**config.mk**
```make
export PLATFORM = sky130hd
export DESIGN_NAME = z32_mem_bus_unit_flat
export DESIGN_NICKNAME = d
export VERILOG_FILES = /design/src/rtl/z32_mem_bus_unit_if.sv /design/src/rtl/z32_mem_bus_unit.sv /design/src/flat_wrapper.sv
export SDC_FILE = /design/constraint.sdc
export NUM_CORES = 1
export LEC_CHECK = 0
export CAP_MARGIN = 40
export CORE_UTILIZATION = 37
export CTS_CLUSTER_SIZE = 24
export DETAILED_ROUTE_END_ITERATION = 10
export GPL_TIMING_DRIVEN = 0
export PLACE_DENSITY = 0.88
export RECOVER_POWER = 100
export SYNTH_ARGS = -nofsm -noshare
export SYNTH_HDL_FRONTEND = slang
export SYNTH_SLANG_ARGS = --single-unit
```
**constraint.sdc**
```tcl
create_clock -name clk -period 2.53 [get_ports clk]
set_input_delay 0.6325 -clock clk [delete_from_list [all_inputs] [get_ports clk]]
set_output_delay 0.6325 -clock clk [all_outputs]
set_load 0.005 [all_outputs]
```
**src/rtl/z32_mem_bus_unit_if.sv**
```systemverilog
// Valid/ready SoC bus seen by the Z32 memory-access unit.
// The unit drives the request side; the fabric answers with ready/err/rdata.
interface z32_mem_bus_unit_if #(
  parameter int ADDR_W = 32,
  parameter int DATA_W = 32
);
  logic                  bus_valid;
  logic                  bus_we;
  logic [ADDR_W-1:0]     bus_addr;
  logic [DATA_W-1:0]     bus_wdata;
  logic [DATA_W/8-1:0]   bus_be;
  logic                  bus_ready;
  logic                  bus_err;
  logic [DATA_W-1:0]     bus_rdata;

  modport master (
    output bus_valid, bus_we, bus_addr, bus_wdata, bus_be,
    input  bus_ready, bus_err, bus_rdata
  );

  modport slave (
    input  bus_valid, bus_we, bus_addr, bus_wdata, bus_be,
    output bus_ready, bus_err, bus_rdata
  );
endinterface

```
**src/rtl/z32_mem_bus_unit.sv**
```systemverilog
// Z32 memory-access unit: owns MAR/MDR and runs one sized, lane-aligned
// bus transaction at a time, with alignment check, bus-error capture and timeout.
//   state  | meaning
//   S_IDLE | accepting MAR/MDR loads and starts
//   S_BUS  | request on the bus, waiting for ready or timeout
//   S_RESP | one-cycle done pulse
module z32_mem_bus_unit #(
  parameter int ADDR_W  = 32,
  parameter int DATA_W  = 32,
  parameter int TIMEOUT = 255
) (
  input  logic                clk,
  input  logic                rst_n,
  input  logic                mar_we,
  input  logic [ADDR_W-1:0]   mar_din,
  input  logic                mdr_we,
  input  logic [DATA_W-1:0]   mdr_din,
  input  logic [1:0]          size,
  input  logic                rd_start,
  input  logic                wr_start,
  input  logic                fault_clr,
  output logic [ADDR_W-1:0]   mar,
  output logic [DATA_W-1:0]   mdr,
  output logic                busy,
  output logic                done,
  output logic                fault,
  output logic [1:0]          fault_cause,
  z32_mem_bus_unit_if.master  mem_bus
);
  localparam int NB = DATA_W / 8;
  localparam int LB = $clog2(NB);
  localparam int CW = (TIMEOUT < 2) ? 1 : $clog2(TIMEOUT);
  localparam logic [CW-1:0] CNT_TC = CW'(TIMEOUT - 1);

  localparam logic [1:0] S_IDLE = 2'd0;
  localparam logic [1:0] S_BUS  = 2'd1;
  localparam logic [1:0] S_RESP = 2'd2;

  logic [1:0]        state;
  logic              op_we;
  logic [1:0]        op_size;
  logic [LB-1:0]     lane_off;
  logic [CW-1:0]     cnt;

  logic              start_one, start_both, size_legal, aligned, timeout_hit;
  logic [2:0]        align_mask;
  logic              fault_set;
  logic [1:0]        fault_code;
  logic [NB-1:0]     be_base;
  logic [DATA_W-1:0] wdata_rep, rd_shift, rd_sel;

  assign start_one   = rd_start ^ wr_start;
  assign start_both  = rd_start & wr_start;
  assign size_legal  = (size != 2'd3) || (DATA_W == 64);
  assign timeout_hit = (TIMEOUT != 0) && (cnt == CNT_TC);
  assign rd_shift    = mem_bus.bus_rdata >> {lane_off, 3'b000};

  always_comb begin
    align_mask = 3'd0;
    case (size)
      2'd1:    align_mask = 3'd1;
      2'd2:    align_mask = 3'd3;
      2'd3:    align_mask = 3'd7;
      default: align_mask = 3'd0;
    endcase
    aligned = size_legal && ((mar[LB-1:0] & align_mask[LB-1:0]) == '0);
  end

  // Lane shaping: byte mask, replicated write data and zero-extended read data.
  always_comb begin
    be_base   = '0;
    wdata_rep = '0;
    rd_sel    = '0;
    for (int i = 0; i < NB; i++) begin
      be_base[i]          = (i < (1 << op_size));
      wdata_rep[8*i +: 8] = mdr[8*(i & ((1 << op_size) - 1)) +: 8];
      rd_sel[8*i +: 8]    = (i < (1 << op_size)) ? rd_shift[8*i +: 8] : 8'h00;
    end
  end

  always_comb begin
    fault_set  = 1'b0;
    fault_code = 2'd0;
    case (state)
      S_IDLE: begin
        if (start_both) begin
          fault_set  = 1'b1;
          fault_code = 2'd3;
        end else if (start_one && !aligned) begin
          fault_set  = 1'b1;
          fault_code = 2'd1;
        end
      end
      S_BUS: begin
        if (mem_bus.bus_ready && mem_bus.bus_err) begin
          fault_set  = 1'b1;
          fault_code = 2'd3;
        end else if (!mem_bus.bus_ready && timeout_hit) begin
          fault_set  = 1'b1;
          fault_code = 2'd2;
        end
      end
      default: ;
    endcase
  end

  always_ff @(posedge clk or negedge rst_n) begin
    if (!rst_n) begin
      state       <= S_IDLE;
      mar         <= '0;
      mdr         <= '0;
      op_we       <= 1'b0;
      op_size     <= 2'd0;
      lane_off    <= '0;
      cnt         <= '0;
      fault       <= 1'b0;
      fault_cause <= 2'd0;
    end else begin
      case (state)
        S_IDLE: begin
          if (mar_we) mar <= mar_din;
          if (mdr_we) mdr <= mdr_din;
          if (start_both || (start_one && !aligned)) begin
            state <= S_RESP;
          end else if (start_one) begin
            state    <= S_BUS;
            op_we    <= wr_start;
            op_size  <= size;
            lane_off <= mar[LB-1:0];
            cnt      <= '0;
          end
        end
        S_BUS: begin
          if (mem_bus.bus_ready) begin
            if (!op_we && !mem_bus.bus_err) mdr <= rd_sel;
            state <= S_RESP;
          end else if (timeout_hit) begin
            state <= S_RESP;
          end else if (TIMEOUT != 0) begin
            cnt <= cnt + 1'b1;
          end
        end
        S_RESP:  state <= S_IDLE;
        default: state <= S_IDLE;
      endcase
      // A fault raised in the same cycle as fault_clr takes precedence.
      if (fault_set) begin
        fault       <= 1'b1;
        fault_cause <= fault_code;
      end else if (fault_clr) begin
        fault       <= 1'b0;
        fault_cause <= 2'd0;
      end
    end
  end

  assign busy              = (state != S_IDLE);
  assign done              = (state == S_RESP);
  assign mem_bus.bus_valid = (state == S_BUS);
  assign mem_bus.bus_we    = (state == S_BUS) && op_we;
  assign mem_bus.bus_addr  = {mar[ADDR_W-1:LB], {LB{1'b0}}};
  assign mem_bus.bus_be    = (state == S_BUS) ? (be_base << lane_off) : '0;
  assign mem_bus.bus_wdata = ((state == S_BUS) && op_we) ? wdata_rep : '0;
endmodule

```
**src/flat_wrapper.sv**
```systemverilog
// flat-port wrapper written by rule: the top's interface ports become plain ports
module z32_mem_bus_unit_flat 
#(
  parameter int ADDR_W  = 32,
  parameter int DATA_W  = 32,
  parameter int TIMEOUT = 255
)
  (clk, rst_n, mar_we, mar_din, mdr_we, mdr_din, size, rd_start, wr_start, fault_clr, mar, mdr, busy, done, fault, fault_cause, mem_bus_bus_valid, mem_bus_bus_we, mem_bus_bus_addr, mem_bus_bus_wdata, mem_bus_bus_be, mem_bus_bus_ready, mem_bus_bus_err, mem_bus_bus_rdata);
  z32_mem_bus_unit_if #(.ADDR_W(ADDR_W), .DATA_W(DATA_W)) mem_bus_i ();
  input  logic clk;
  input  logic rst_n;
  input  logic mar_we;
  input  logic [ADDR_W-1:0] mar_din;
  input  logic mdr_we;
  input  logic [DATA_W-1:0] mdr_din;
  input  logic [1:0] size;
  input  logic rd_start;
  input  logic wr_start;
  input  logic fault_clr;
  output logic [ADDR_W-1:0] mar;
  output logic [DATA_W-1:0] mdr;
  output logic busy;
  output logic done;
  output logic fault;
  output logic [1:0] fault_cause;
  output wire logic [$bits(mem_bus_i.bus_valid)-1:0] mem_bus_bus_valid;
  output wire logic [$bits(mem_bus_i.bus_we)-1:0] mem_bus_bus_we;
  output wire logic [$bits(mem_bus_i.bus_addr)-1:0] mem_bus_bus_addr;
  output wire logic [$bits(mem_bus_i.bus_wdata)-1:0] mem_bus_bus_wdata;
  output wire logic [$bits(mem_bus_i.bus_be)-1:0] mem_bus_bus_be;
  input wire logic [$bits(mem_bus_i.bus_ready)-1:0] mem_bus_bus_ready;
  input wire logic [$bits(mem_bus_i.bus_err)-1:0] mem_bus_bus_err;
  input wire logic [$bits(mem_bus_i.bus_rdata)-1:0] mem_bus_bus_rdata;
  assign mem_bus_bus_valid = mem_bus_i.bus_valid;
  assign mem_bus_bus_we = mem_bus_i.bus_we;
  assign mem_bus_bus_addr = mem_bus_i.bus_addr;
  assign mem_bus_bus_wdata = mem_bus_i.bus_wdata;
  assign mem_bus_bus_be = mem_bus_i.bus_be;
  assign mem_bus_i.bus_ready = mem_bus_bus_ready;
  assign mem_bus_i.bus_err = mem_bus_bus_err;
  assign mem_bus_i.bus_rdata = mem_bus_bus_rdata;
  z32_mem_bus_unit #(.ADDR_W(ADDR_W), .DATA_W(DATA_W), .TIMEOUT(TIMEOUT)) u_core (.clk(clk), .rst_n(rst_n), .mar_we(mar_we), .mar_din(mar_din), .mdr_we(mdr_we), .mdr_din(mdr_din), .size(size), .rd_start(rd_start), .wr_start(wr_start), .fault_clr(fault_clr), .mar(mar), .mdr(mdr), .busy(busy), .done(done), .fault(fault), .fault_cause(fault_cause), .mem_bus(mem_bus_i));
endmodule
```
* Word-level counts from Yosys, hierarchy flattened
Index checks and enable logic that the tools add are counted.
Word-level totals: input port bits 107, word-level logic and storage cells 97, memories kept 0, RAM bits 0, bits in latches 0, memory bits (read-only) 0, flip-flop bits (word level) 82, output and inout bits 139
Cells by class: $lt $le $gt $ge 4, shift operators 6, bitwise logic cells 4, reduce and logical (&&, ||, !) cells 21, $add $sub $neg 2, equality and inequality tests 16, multipliers 0, div/mod/pow operators 0, muxes and demuxes 35
Operator list (number):
- 32-bit 2-to-1 mux | 4
- 3-bit by 32-bit less-than comparator with 1-bit output, first input constant | 2
- 8-bit 2-to-1 mux | 8
- 32-bit one-hot mux with 2 select lines | 1
- 32-bit by 6-bit variable part select with 8-bit output | 2
- 1-bit by 32-bit less-than comparator with 1-bit output, first input constant | 1
- 2-bit by 32-bit less-than comparator with 1-bit output, first input constant | 1
- 32-bit by 5-bit variable part select with 8-bit output | 1
- 1-bit by 2-bit << shifter with 32-bit output, first input constant | 1
- 32-bit by 5-bit right shift with 32-bit output | 1
- 2-bit 2-to-1 mux | 9
- 8-bit one-hot mux with 2 select lines | 1
- 2-bit != test, second input constant | 5
- 8-bit by 1-bit adder with 8-bit output, second input constant | 1
- 8-bit == test, second input constant | 1
- 2-bit one-hot mux with 2 select lines | 2
- 1-bit 2-to-1 mux | 7
- 2-bit == test, second input constant | 3
- 1-bit logical AND | 6
- 2-bit by 1-bit != test with 1-bit output, second input constant | 3
- 3-bit by 1-bit != test with 1-bit output, second input constant | 2
- 2-bit one-hot mux with 3 select lines | 1
- 2-bit nonzero test | 3
- 5-bit AND reduction | 1
- other kinds (15) | 21

* Depth between registers and ports, before layout
depth in word-level cells 11, depth in mapped cells 9, gate-level depth less buffers 8

* Least setup slack after synthesis
No wires, ideal clock.
kind register -> output, from register u_core.op_size[0], to output mem_bus_bus_wdata[24], buffers on the path 4, cell stages (with the launch flop) 9, data required time 1.898 ns, path slack -0.097 ns, data arrival time 1.995 ns, path through dfrtp_1 -> or2_2 -> clkbuf_1 -> buf_2 -> ha_1 -> clkbuf_1 -> or2_1 -> clkbuf_1 -> o2bb2ai_1
Between the ends: cells in the longest elaborated chain, start to end 4
Ends and longest elaborated chain:
- start: declaration | line z32_mem_bus_unit.sv:41 | logic [1:0] op_size;
- start signal: assignment | line z32_mem_bus_unit.sv:128 | op_size <= size;
- 1-bit by 2-bit << shifter with 32-bit output
- 2-bit subtractor
- 32-bit by 6-bit variable part select with 8-bit output | line z32_mem_bus_unit.sv:76 | wdata_rep[8*i +: 8] = mdr[8*(i & ((1 << op_size) - 1)) +: 8];
- 32-bit 2-to-1 mux | line z32_mem_bus_unit.sv:163 | assign mem_bus.bus_wdata = ((state == S_BUS) && op_we) ? wdata_rep : '0;
- end: declaration | line flat_wrapper.sv:29 | output wire logic [$bits(mem_bus_i.bus_wdata)-1:0] mem_bus_bus_wdata;
Every way passes these cells.

* Worst setup path after layout
from register u_core.op_size[1], to output mem_bus_bus_wdata[26]
The elaborated chain is that of the path after synthesis.

==> impl_metrics.toml <==
[routing]
avgViaCountPerCell = 5.60
drtPass1Iterations = 5
drt_iter0_markers = 427
wire_per_inst_um = 20.5
num_vias = 5274
drt_wl_total_um = 19400
drc = 0
detail-route-antenna-nets = 0

[timing]
fin_crit_sh_pct = 109
finalClockSkew_ns = 0.00444
fin_ws_ns = -0.230
setup_viol = 40
rsz0062_at_grt = "yes"
hold_viol_final = 0
min_period_ns = 2.76
slew_headroom_pct = 26.3
slew_viol_final = 0
fmax_mhz = 362
tightest_slew_ns = 1.11

[outcome]
violations = "negative setup slack"
status = "complete, but fails checks"

[die]
initial_utilization_pct = 38.3
fp.dieW_um = 117
rows = 41
core_um2 = 12800
die_area_um2 = 13700
die_h_um = 117
pin_count = 246

[synth]
async_reset_ff_share_pct = 100
synthTopCellsByCount = "dfrtp_1 (82), nor2_1 (48), a21oi_1 (43)"
synth.area.mux_share_pct = 18.9
synth_xor_area_share_pct = 0
synth_adder_area_share_pct = 1.28
synthCells = 481
synth_simple_gate_area_share_pct = 12.0
synth_top_family_by_area = "multiplexers"
synth_seq_cells = 82
synth_most_common_cell = "dfrtp_1"
synth-compound-area-share_pct = 17.1
synthTopCellsByArea = "dfrtp_1 (42%), mux2_2 (9.0%), buf_4 (5.2%)"
syn-cell-area_um2 = 4900
yosysWarnings = 0
synth_top_area_share_pct = 41.9
seq_area_frac_synth_pct = 41.9
synth_flop_cell = "dfrtp_1"
yosysTopAreaCell = "dfrtp_1"
synth.distinct_cells = 48
synth_edf_count = 0
synth_area_per_cell_um2 = 10.2

[power]
power_frac_seq_pct = 25.8
power.density_nw_per_um2 = 1180
vdd_drop_max_mv = 0.624
power.internal_uw = 6010
combPwrFrac_pct = 60.2
clkPwrFrac_pct = 14.1
switching_share_pct = 38.9
leakage_uw = 0.00368
total_power_uw = 9830
switchingPower_uw = 3820

[finish]
drive_above_1_share_pct = 26.4
finalInstanceArea_um2 = 8330
fin_nets = 877
instances_no_fill = 942
syn_to_final_growth_pct = 70.1
diodes = 0

[worst_hold_path]
hp-class = "in2async"

[global_route]
grt_usage_pct = 28.3
overflow = 0
grt_max_degree = 45
antenna_found_initial = 0
grt_pass1_vias = 5224
grt_pass1_wl_um = 28700

[clock_tree]
clk_pin_slew_ns = 0.06
cts-root-buf = "clkbuf_16"
cts_hold_buf = 0
cts_tree = "built"
ctsHtreeMaxLevel = 3
clk_latency_ns = 0.34
clockBufferDepth = 2
cts_buffers = 9
cts_sinks = 82

[critical_path]
cp-end-kind = "output port"
cp.required_ns = 1.90
path_class = "reg2out"
critPathLaunchType = "register"
cp_max_fo = 4
arrival_ns = 2.13

[placed_design]
globalplace.congestion = 0.932
post_dp_cell_area_um2 = 7690
dp_hpwl_um = 13900
place_inst = 900
port-buffer-count = 243

[job]
max_cap_violations = 0
[power by group through the flow]
stage / clock, µW / sequential (µW) / combinational (µW)
after global placement: 0 / 2550 / 5560
after CTS: 1400 / 2550 / 6050
after floorplan: 0 / 2440 / 2810
after detailed placement: 0 / 2560 / 5660
final: 1380 / 2530 / 5920
after global routing: 1460 / 2630 / 6350
[stage by stage]
stage / utilization [%] / setup TNS [ns] / hold WS, ns / worst slack [ns]
after CTS: 64.7 / -2.85 / 0.301 / -0.313
after global placement: 59.9 / -197.97 / 0.467 / -2.18
after global routing: 65.2 / -6.36 / 0.543 / -0.303
final: 65.2 / -3.19 / 0.475 / -0.230
after floorplan: - / 0 / 0.337 / 0.00445
after detailed placement: 60.2 / -19.08 / 0.488 / -0.656
[sequential cells by signal (all words and copies together), names as in the netlist]
name	cells
u_core.fault_cause	2
u_core.op_size	2
u_core.state	2
u_core.cnt	8
u_core.op_we	1
u_core.mar	32
u_core.lane_off	2
u_core.mdr	32
u_core.fault	1
[cell families after synthesis]
family | count (synthesis)
other cells | 1
simple gates | 115
buf+inv | 76
flops | 82
mux | 77
compound gates | 125
fa+ha+maj | 5
[routing by layer]
layer / up-vias / track usage, % / part of all wire [%] / wire length, µm
met1: 2519 / 32.5 / 35 / 6840
met4: 0 / 16.7 / 4.9 / 952
met3: 77 / 8.44 / 11 / 2200
met5: - / 0 / 0 / 0
li1: 2299 / - / - / -
met2: 379 / 46.9 / 48 / 9360
[cell usage in the layout, fill, tap and decap left out, drive strengths merged, types with 24 or more instances in the layout]
| master | instances |
|---|---|
| buf | 85 |
| clkdlybuf4s50 | 114 |
| mux2i | 24 |
| a22oi | 32 |
| clkbuf | 38 |
| nand2 | 27 |
| dlygate4sd3 | 97 |
| dfrtp | 82 |
| nor2 | 48 |
| mux2 | 45 |
| a21oi | 44 |
[path summary, 6_finish.rpt]
kind	startpoint	endpoint	slack [ns]	cells after the start
max in group asynchronous	rst_n	u_core.state[1]	0.36	2
setup / recovery	u_core.op_size[1]	mem_bus_bus_wdata[26]	-0.23	8
hold reg to reg	u_core.cnt[7]	u_core.cnt[7]	0.52	1
min in group clk	u_core.cnt[7]	u_core.cnt[7]	0.52	1
hold / removal	rst_n	u_core.mdr[27]	0.47	1
setup reg to reg	u_core.op_size[1]	u_core.mdr[5]	0.19	6
[critical path, cell delays in order, from the launching register on]
cell	delay, ns
dfrtp_1	0.39
or2_4	0.28
buf_12	0.13
ha_4	0.23
or2_4	0.25
buf_8	0.14
buf_6	0.13
o2bb2ai_2	0.11
buf_2	0.13
[final cells by class]
class | count | area (µm²)
Fill cell | 967 | 4440
Clock inverter | 4 | 48.8
Inverter | 10 | 40.0
Timing Repair Buffer | 279 | 2670
Tap cell | 172 | 215
Buffer | 59 | 427
Clock buffer | 12 | 267
Sequential cell | 82 | 2050
Multi-Input combinational cell | 324 | 2610
[what timing repair did]
action	4_1_cts	5_1_grt
setup endpoints to repair	38	31
gates resized for setup	103	31
setup buffers	18	14
gates cloned	1	0
endpoints found under the hold margin	0	0
pin swaps	10	12
Note: power is estimated with default switching activity, not from simulation.
